### src/rtl/sll_iter_pkg.sv
// Shared types and helpers for the iterative left shifter.
package sll_iter_pkg;

  typedef enum logic [1:0] {
    IDLE  = 2'd0,
    SHIFT = 2'd1,
    DONE  = 2'd2
  } state_e;

  // Number of shift-amount bits (and stage iterations) for an N-bit operand.
  function automatic int calc_k(input int n);
    return $clog2(n);
  endfunction

endpackage

### src/rtl/mux2.sv
// Generic two-input multiplexer.
module mux2 #(
  parameter int W = 16
) (
  input  logic [W-1:0] a_i,
  input  logic [W-1:0] b_i,
  input  logic         sel_i,
  output logic [W-1:0] y_o
);

  assign y_o = sel_i ? b_i : a_i;

endmodule

### src/rtl/sll_stage.sv
// One iteration of the shifter: shift by 2^s when amount bit s is set.
module sll_stage #(
  parameter int N = 16,
  parameter int K = 4
) (
  input  logic [N-1:0] data_i,
  input  logic [K-1:0] amt_i,
  input  logic [K-1:0] s_i,
  output logic [N-1:0] data_o
);

  logic [N-1:0] shifted [K];
  logic [N-1:0] shift_sel;
  logic         amt_bit;

  for (genvar k = 0; k < K; k++) begin : g_const_shift
    assign shifted[k] = data_i << (1 << k);
  end

  // Explicit decode keeps index widths exact for any K.
  always_comb begin
    shift_sel = '0;
    amt_bit   = 1'b0;
    for (int k = 0; k < K; k++) begin
      if (s_i == K'(k)) begin
        shift_sel = shifted[k];
        amt_bit   = amt_i[k];
      end
    end
  end

  mux2 #(.W(N)) u_mux (
    .a_i  (data_i),
    .b_i  (shift_sel),
    .sel_i(amt_bit),
    .y_o  (data_o)
  );

endmodule

### src/rtl/sll_iter.sv
// Iterative logical left shifter: one shift-amount bit resolved per clock,
// fixed latency of K+1 cycles from start to done.
module sll_iter
  import sll_iter_pkg::*;
#(
  parameter int N = 16
) (
  input  logic                  clk,
  input  logic                  rst_n,
  input  logic                  start,
  input  logic [$clog2(N)-1:0]  shift_amount,
  input  logic [N-1:0]          dataIn,
  output logic                  busy,
  output logic                  done,
  output logic [N-1:0]          dataOut
);

  localparam int K = calc_k(N);
  localparam logic [K-1:0] S_LAST = K'(K - 1);

  state_e       state_q, state_d;
  logic [K-1:0] s_q, s_d;
  logic [K-1:0] amt_q, amt_d;
  logic [N-1:0] work_q, work_d;
  logic [N-1:0] stage_out;

  sll_stage #(.N(N), .K(K)) u_stage (
    .data_i(work_q),
    .amt_i (amt_q),
    .s_i   (s_q),
    .data_o(stage_out)
  );

  always_comb begin
    state_d = state_q;
    s_d     = s_q;
    amt_d   = amt_q;
    work_d  = work_q;
    case (state_q)
      IDLE, DONE: begin
        if (start) begin
          work_d  = dataIn;
          amt_d   = shift_amount;
          s_d     = '0;
          state_d = SHIFT;
        end else begin
          state_d = IDLE;
        end
      end
      SHIFT: begin
        work_d = stage_out;
        if (s_q == S_LAST) begin
          state_d = DONE;
        end else begin
          s_d = s_q + K'(1);
        end
      end
      default: state_d = IDLE;
    endcase
  end

  always_ff @(posedge clk or negedge rst_n) begin
    if (!rst_n) begin
      state_q <= IDLE;
      s_q     <= '0;
      amt_q   <= '0;
      work_q  <= '0;
    end else begin
      state_q <= state_d;
      s_q     <= s_d;
      amt_q   <= amt_d;
      work_q  <= work_d;
    end
  end

  // Outputs decode straight from flops; no input-to-output paths.
  assign busy    = (state_q == SHIFT);
  assign done    = (state_q == DONE);
  assign dataOut = work_q;

endmodule

### config.mk
export PLATFORM = sky130hd
export DESIGN_NAME = sll_iter
export DESIGN_NICKNAME = d
export VERILOG_FILES = /design/src/rtl/sll_iter_pkg.sv /design/src/rtl/mux2.sv /design/src/rtl/sll_stage.sv /design/src/rtl/sll_iter.sv
export SDC_FILE = /design/constraint.sdc
export NUM_CORES = 1
export LEC_CHECK = 0
export CAP_MARGIN = 15
export CORE_MARGIN = 1
export CORE_UTILIZATION = 50
export CTS_BUF_LIST = sky130_fd_sc_hd__clkbuf_2 sky130_fd_sc_hd__clkbuf_4 sky130_fd_sc_hd__clkbuf_8
export CTS_CLUSTER_DIAMETER = 50
export DETAILED_ROUTE_END_ITERATION = 6
export PLACE_DENSITY = 0.83
export SLEW_MARGIN = 20
export SYNTH_ARGS = -nofsm -noshare
export SYNTH_HDL_FRONTEND = slang
export SYNTH_SLANG_ARGS = --single-unit
### constraint.sdc
create_clock -name clk -period 4.5 [get_ports clk]
set_input_delay 0.45 -clock clk [delete_from_list [all_inputs] [get_ports clk]]
set_output_delay 0.45 -clock clk [all_outputs]
set_load 0.01 [all_outputs]
# Word level (Yosys, flattened, before mapping)
# Cells that the tools add are included.
# totals
ff_bits,26
latch_bits,0
ram_bits,0
mem_bits_ro,0
memories,0
# op_classes
add_sub_neg,1
multipliers,0
n_div,0
magnitude_cmp,0
eq_ne,9
shifts,0
mux,17
n_bitwise,0
reduce_logical,7
# op_table
cell,n
$mux 16,6
$pmux 16 s2,1
$eq 4x2->1 const B,2
$mux 4,2
$pmux 4 s2,1
$reduce_and 3->1,2
$mux 1,5
$add 4x1->4 const B,1
$eq 4x1->1 const B,1
$logic_not 4->1,1
$ne 2x1->1 const B,2
$ne 2x2->1 const B,2
$pmux 2 s2,1
$eq 2x1->1 const B,1
$eq 2x2->1 const B,1
$logic_not 2->1,1
$mux 2,1
$reduce_and 2->1,1
$reduce_bool 2->1,1
$reduce_or 2->1,1

# Depth between registers and ports, before layout
# Gate-level depths: netlist of the first run.
# logic_depth
depth_word,7
mapped_depth,8
depth_no_buf,6

# Hierarchy
# From an unflattened synthesis of the first run, not the netlist that was laid out.
# hier_totals
hier_cells,190
area_unflattened_um2,1879.3
# by_module_without_submodules
module,instances,cells_per_inst,area_per_inst_um2
sll_iter,1,105,1183.6
sll_stage,1,67,446.7
mux2,1,18,249.0

# Least setup slack after synthesis of the first run
# Ideal clock, no wire load.
# synth_path
path_kind,register to register
startpoint,reg s_q[1]
endpoint,"reg work_q[11], in the netlist dataOut[11]"
setup_time_ps,125
t_arrival_ps,1979
slack_ps,2396
stages_incl_launch_ff,9
path_buffers,2
synth_period_minus_slack_ps,2104
path_cell_list,dfrtp_1 > inv_1 > ha_1 > buf_2 > nand3b_1 > a22o_1 > a211oi_4 > buf_12 > mux2_4
# synth_via
elab_chain_cells,7
# synth_rtl
element,line,source
"start, declared",sll_iter.sv:22,"logic [K-1:0] s_q, s_d;"
"start signal, assigned",sll_iter.sv:65,s_q <= '0;
"start signal, assigned",sll_iter.sv:70,s_q <= s_d;
$logic_not 4->1,sll_stage.sv:25,if (s_i == K'(k)) begin
$mux 16 / $mux 1 (equally long branches) (4 in series),sll_stage.sv:25,
$mux 16 / $ne 2x1->1 (equally long branches),n/a,
$pmux 16 s2 / $reduce_and 3->1 (equally long branches),n/a,
"end signal, assigned",sll_iter.sv:72,work_q <= work_d;
"end, declared",sll_iter.sv:24,"logic [N-1:0] work_q, work_d;"
# Parallel ways exist; a longest one is shown, timed or not. The select of a mux whose other input is x is not followed.
# A chain may end at the register's enable or synchronous reset.

# Worst setup path after layout of the first run
# layout_path
startpoint,reg s_q[1]
endpoint,"reg work_q[7], in the netlist dataOut[7]"
# The elaborated chain is that of the path after synthesis.

==> flow_summary_export.csv, run 1 <==
group,metric,value,unit
timing,tightest_slew,1.07,ns
routing,drc,0,
cts,cts.sinks,26,
timing,fin_worst_skew,0.00220,ns
timing,setup_viol,0,
global_route,grt_overflow,0,
routing,vias,1535,
cts,htree_levels,1,
routing,ant_nets,0,
layout,finalCoreUtilization,68.1,%
synth,synthDominantCellAreaShare,37.7,%
floorplanning,dieArea,3690,sq um
placed_design,io_buffer_count,40,
synth,synth_cells,181,
layout,drive_gt1_share,12.7,%
synth,synthDistinctLibCells,37,
synth,synth_edf_count,0,
layout,layout_common_cells,"clkdlybuf4s50_1 (39), dfrtp_1 (26), nand2_1 (24)",
synth,synth.avg_cell_area,9.53,sq um
synth,ys.flop_type,"dfrtp_1",
synth,syn_area,1730,sq um
cts,insertion_delay,0.33,ns
layout,mostFrequentLayoutCell,"clkdlybuf4s50_1",
layout,fill_cells,266,
critical_path,cp.required,4.73,ns
critical_path,crit_arrival,3.12,ns
floorplanning,die_y,60.7,microns
routing,firstDrtPassIters,5,
placed_design,gp_congestion,0.869,
layout,nets,240,
timing,relSlewSlack,28.7,%
timing,fin_ws,1.61,ns
synth,synth_warnings,0,
timing,grt_setup_unrepaired,"false",
floorplanning,rows,20,
synth,synth.net_count,208,
power_and_ir_drop,power,0.00186,W
power_and_ir_drop,ir_worst_vdd,0.393,mV
timing,hold_violations,0,
placed_design,dp_hpwl,2900,microns
routing,wl_per_cell,16.4,microns
floorplanning,io_pins,41,
routing,first_iter_violations,109,
global_route,gr-usage-all-layers,25.2,%
flow_run,cap_violations,0,
floorplanning,start_util,54.7,%
synth,synth_top_area_cell,"dfrtp_1",
synth,ys_seq_area_share,37.7,%
synth,ys_ff_latch,26,
critical_path,startpoint_type,"flip-flop",
cts,root_buffer,"clkbuf_4",
timing,finalSetupTns,0,ns
floorplanning,core,3150,sq um
global_route,antenna_found_initial,0,
cts,cts_resized,0,
timing,max_freq,346,MHz
cts,cts_hold_buffers,0,
power_and_ir_drop,power_per_cell_area,866,nW/um^2
floorplanning,die_w,60.7,microns
critical_path,crit_type,"flip-flop to flip-flop",
routing,totalWireLength,4200,microns
routing,viasPerCell,6.00,
critical_path,setup.worst_path.end_class,"flip-flop",
timing,fin_crit_sh,64.2,%
layout,antennaDiodeCount,0,
power_and_ir_drop,leakagePower,0.937,nW
cts,postCtsSetupRepairBufs,0,
layout,syn_to_final_growth,24.4,%
status,run_status,"finished, final reports clean",
global_route,grt_pass1_wl,6840,microns
timing,period_needed,2.89,ns
cts,cts_tree,"done",
global_route,grt_pass1_vias,1436,
cts,numCtsBuffers,3,
critical_path,critical_path.max_fanout,18,
synth,synth.area.top_cells,"dfrtp_1 (38%), mux2_4 (7.8%), a2bb2oi_1 (6.1%), nand2_1 (5.2%), a21oi_1 (4.1%)",
synth,ys_async_sr_fraction,100,%
worst_hold_path,hp-class,"input port to async pin",
cts,clkSlewWorstSetupHoldPaths,0.14,ns
placed_design,dpl_worst_slack,1.56,ns
timing,slew_violations,0,
global_route,grt_start_max_net_pins,27,
cts,clockBufferDepth,2,
==> report_power, final <==
part / total [W] / leakage [nW] / internal [W] / switching, W
clock: 0.000162 / 0.0279 / 0.0000902 / 0.0000723
sequential: 0.000481 / 0.329 / 0.000344 / 0.000137
combinational: 0.00121 / 0.580 / 0.000625 / 0.000590
total: 0.00186 / 0.937 / 0.00106 / 0.000799
==> through the flow <==
step                instance area, sq um  hold slack, ns  cells
finish                              2150          0.0933    256
global route                        2150           0.109    256
CTS                                 2150           0.513    256
detailed placement                  2100           0.480    252
global placement                    2100           0.464    252
floorplan                           1730           0.154    181
==> final timing paths <==
check | start | end | slack, ns | cells past startpoint
worst min register to register | amt_q[3] | amt_q[3] | 0.51 | 2
max in group asynchronous | rst_n | dataOut[10] | 4.03 | 1
min in group clk | amt_q[3] | amt_q[3] | 0.51 | 2
worst max register to register | s_q[1] | dataOut[7] | 1.61 | 6
worst min-delay path | rst_n | amt_q[3] | 0.09 | 1
worst max-delay path | s_q[1] | dataOut[7] | 1.61 | 6
==> synthesized netlist by cell type, types with 2 or more instances <==
master      n
a2bb2oi_1  12
xor2_1      2
ha_1        4
a21oi_1    14
buf_2       5
nand2b_1    3
dfrtp_1    26
nor2_1     15
o21ai_0     3
a22o_1      5
inv_1       5
mux2_2      6
nand2_1    24
nor2b_1     3
clkbuf_1    5
o311ai_1    2
nand3_1    11
mux2_4      9
o311ai_0    6
o31ai_1     4
==> cell type report <==
| class | instances | area [sq um] | share of cell area [%] |
|---|---|---|---|
| timing repair buffer | 40 | 395 | 18.4 |
| tap | 44 | 55.1 | 2.57 |
| sequential | 26 | 651 | 30.3 |
| inverter | 6 | 22.5 | 1.05 |
| clock inverter | 1 | 30.0 | 1.40 |
| clock buffer | 3 | 22.5 | 1.05 |
| multi-input combinational | 136 | 970 | 45.2 |
==> layer usage <==
metal  share of wire [%]  vias to the layer above  GRT usage, %
met4                 1.1                        0          10.7
met1                  43                      717          36.0
met5                   0                        -             0
met2                  47                       95          37.7
li1                    -                      715             -
met3                 8.4                        8          4.05
==> worst max-delay path, stage by stage, from the launching register on <==
cell and delay [ns]:
dfrtp_1 0.45, inv_1 0.09, ha_1 0.55, a21oi_1 0.13
a22o_1 0.26, a211oi_4 0.88, mux2_2 0.42
==> sequential cells by signal, indices dropped and copies added, names as in the netlist <==
signal	cells
dataOut	16
amt_q	4
s_q	4
state_q	2
==> cells by family after synthesis <==
family / synth area share, %
AND/OR/NAND/NOR: 18.9
AO/OA/AOI/OAI: 21.1
flip-flops: 37.7
buffers and inverters: 6.09
multiplexers: 12.3
adder cells (fa/ha/maj): 2.90
XOR/XNOR: 1.02
Note: power is estimated with default switching activity, not from simulation.
==> run 2, diff against run 1 <==
--- a/config.mk
+++ b/config.mk
@@ -7,11 +7,11 @@
 export LEC_CHECK = 0
 export CAP_MARGIN = 15
 export CORE_MARGIN = 1
-export CORE_UTILIZATION = 50
+export CORE_UTILIZATION = 46
 export CTS_BUF_LIST = sky130_fd_sc_hd__clkbuf_2 sky130_fd_sc_hd__clkbuf_4 sky130_fd_sc_hd__clkbuf_8
 export CTS_CLUSTER_DIAMETER = 50
 export DETAILED_ROUTE_END_ITERATION = 6
-export PLACE_DENSITY = 0.83
+export PLACE_DENSITY = 0.81
 export SLEW_MARGIN = 20
 export SYNTH_ARGS = -nofsm -noshare
 export SYNTH_HDL_FRONTEND = slang
==> constraint.sdc (replaced) <==
create_clock -name clk -period 2.41 [get_ports clk]
set_input_delay 0.241 -clock clk [delete_from_list [all_inputs] [get_ports clk]]
set_output_delay 0.241 -clock clk [all_outputs]
set_load 0.01 [all_outputs]
==> flow_summary_export.csv, run 2 (synthesis results as in run 1) <==
group,metric,value,unit
status,run_status,"finished, final reports clean",
timing,hold_violations,0,
layout,nets,250,
critical_path,cp.required,2.58,ns
routing,first_iter_violations,95,
power_and_ir_drop,pwr-share-seq,25.3,%
critical_path,path_buf_inv,3,
placed_design,dp_hpwl,3070,microns
floorplanning,io_pins,41,
critical_path,startpoint_type,"flip-flop",
global_route,grt_pass1_vias,1442,
critical_path,r2r_cells,8,
timing,slew_violations,0,
layout,antennaDiodeCount,0,
routing,wl_per_cell,16.2,microns
routing,viasPerCell,5.89,
placed_design,dpl_worst_slack,0.184,ns
critical_path,crit_arrival,2.31,ns
placed_design,gp_congestion,0.866,
timing,grt_setup_unrepaired,"false",
layout,drive_gt1_share,16.2,%
timing,finalSetupTns,0,ns
layout,largest_reg_flops,16,
critical_path,r2r_end,"dataOut[6]",
timing,max_freq,466,MHz
critical_path,path_delay_family,"buffers and inverters",
cts,clkSlewWorstSetupHoldPaths,0.09,ns
critical_path,setup.worst_path.end_class,"flip-flop",
power_and_ir_drop,leakagePower,0.987,nW
cts,cts_resized,0,
floorplanning,dieArea,4000,sq um
placed_design,io_buffer_count,40,
layout,postLayoutCellArea,2240,sq um
routing,vias,1578,
layout,syn_to_final_growth,29.7,%
layout,mostFrequentLayoutCell,"clkdlybuf4s50_1",
critical_path,crit_type,"flip-flop to flip-flop",
placed_design,postPlaceCellArea,2180,sq um
global_route,grt_overflow,0,
global_route,grt_pass1_wl,7430,microns
critical_path,critPathMaxStageDelay,0.43,ns
cts,postCtsSetupRepairBufs,0,
cts,cts_hold_buffers,0,
critical_path,path_cells,"inv_1 -> ha_1 -> buf_4 -> a21oi_1 -> a22o_1 -> a211oi_4 -> buf_4 -> mux2_2",
power_and_ir_drop,switchingPower,0.00152,W
critical_path,critical_path.max_fanout,16,
timing,period_needed,2.15,ns
floorplanning,die_w,63.2,microns
power_and_ir_drop,p_int,0.00206,W
power_and_ir_drop,switching_share,42.5,%
cts,numCtsBuffers,3,
timing,setup_viol,0,
timing,fin_crit_sh,89.0,%
floorplanning,start_util,49.7,%
routing,drc,0,
flow_run,cap_violations,0,
critical_path,rrSetupSlack,0.26,ns
worst_hold_path,hp-class,"input port to async pin",
critical_path,crit_top_cell,"buf_4",
routing,totalWireLength,4330,microns
power_and_ir_drop,power_per_cell_area,1600,nW/um^2
cts,cts.sinks,26,
critical_path,r2r-start,"s_q[1]",
timing,tightest_slew,0.548,ns
timing,fin_ws,0.264,ns
timing,relSlewSlack,63.1,%
floorplanning,core,3470,sq um
routing,firstDrtPassIters,5,
power_and_ir_drop,clockPowerShare,8.1,%
layout,layout_common_cells,"clkdlybuf4s50_1 (40), dfrtp_1 (26), nand2_1 (24)",
cts,cts_tree,"done",
power_and_ir_drop,power_frac_comb,66.7,%
critical_path,cpMaxStageDelayCell,"dfrtp_1",
cts,root_buffer,"clkbuf_8",
routing,ant_nets,0,
power_and_ir_drop,ir_worst_vdd,0.611,mV
timing,fin_worst_skew,0.00159,ns
global_route,gr-usage-all-layers,23.4,%
cts,clockBufferDepth,2,
global_route,antenna_found_initial,0,
floorplanning,rows,21,
global_route,grt_start_max_net_pins,27,
cts,htree_levels,1,
cts,insertion_delay,0.27,ns
floorplanning,die_y,63.2,microns
[run 2: metal layers]
layer  track usage [%]  wire length (microns)  up-vias
met5                 0                      0        -
met4              5.97                     54        0
met3              2.90                    308        6
met2              34.1                   2010       76
met1              36.3                   1960      760
li1                  -                      -      736
[run 2: layout make-up]
type,count,area (sq um)
Fill cell,288,1230
Timing Repair Buffer,50,475
Multi-Input combinational cell,136,976
Tap cell,46,57.6
Inverter,6,22.5
Sequential cell,26,651
Clock buffer,4,55.1
[run 2: power groups by stage]
stage | combinational [W] | sequential (W) | clock, W
after CTS | 0.00238 | 0.000897 | 0.000293
after floorplan | 0.00176 | 0.000881 | 0
after detailed placement | 0.00237 | 0.000903 | 0
after global routing | 0.00260 | 0.000939 | 0.000317
after global placement | 0.00232 | 0.000897 | 0
final | 0.00239 | 0.000906 | 0.000289
[run 2: worst max-delay path by stage]
stage               cells past startpoint  slack (ns)    from     endpoint
floorplan                               8        0.31  s_q[1]  dataOut[11]
global placement                        5        0.31  s_q[0]  dataOut[15]
detailed placement                      5        0.18  s_q[0]  dataOut[12]
CTS                                     5        0.16  s_q[0]  dataOut[12]
global route                            5        0.11  s_q[0]   dataOut[8]
finish                                  8        0.26  s_q[1]   dataOut[6]
[run 2: stage by stage]
stage	instances	total power, W	util, %	hold WS (ns)
floorplan	181	0.00264	-	-0.0546
global placement	264	0.00322	62.7	0.467
detailed placement	264	0.00328	62.7	0.467
CTS	268	0.00357	64.3	0.354
global route	268	0.00386	64.5	0.360
finish	268	0.00359	64.5	0.336
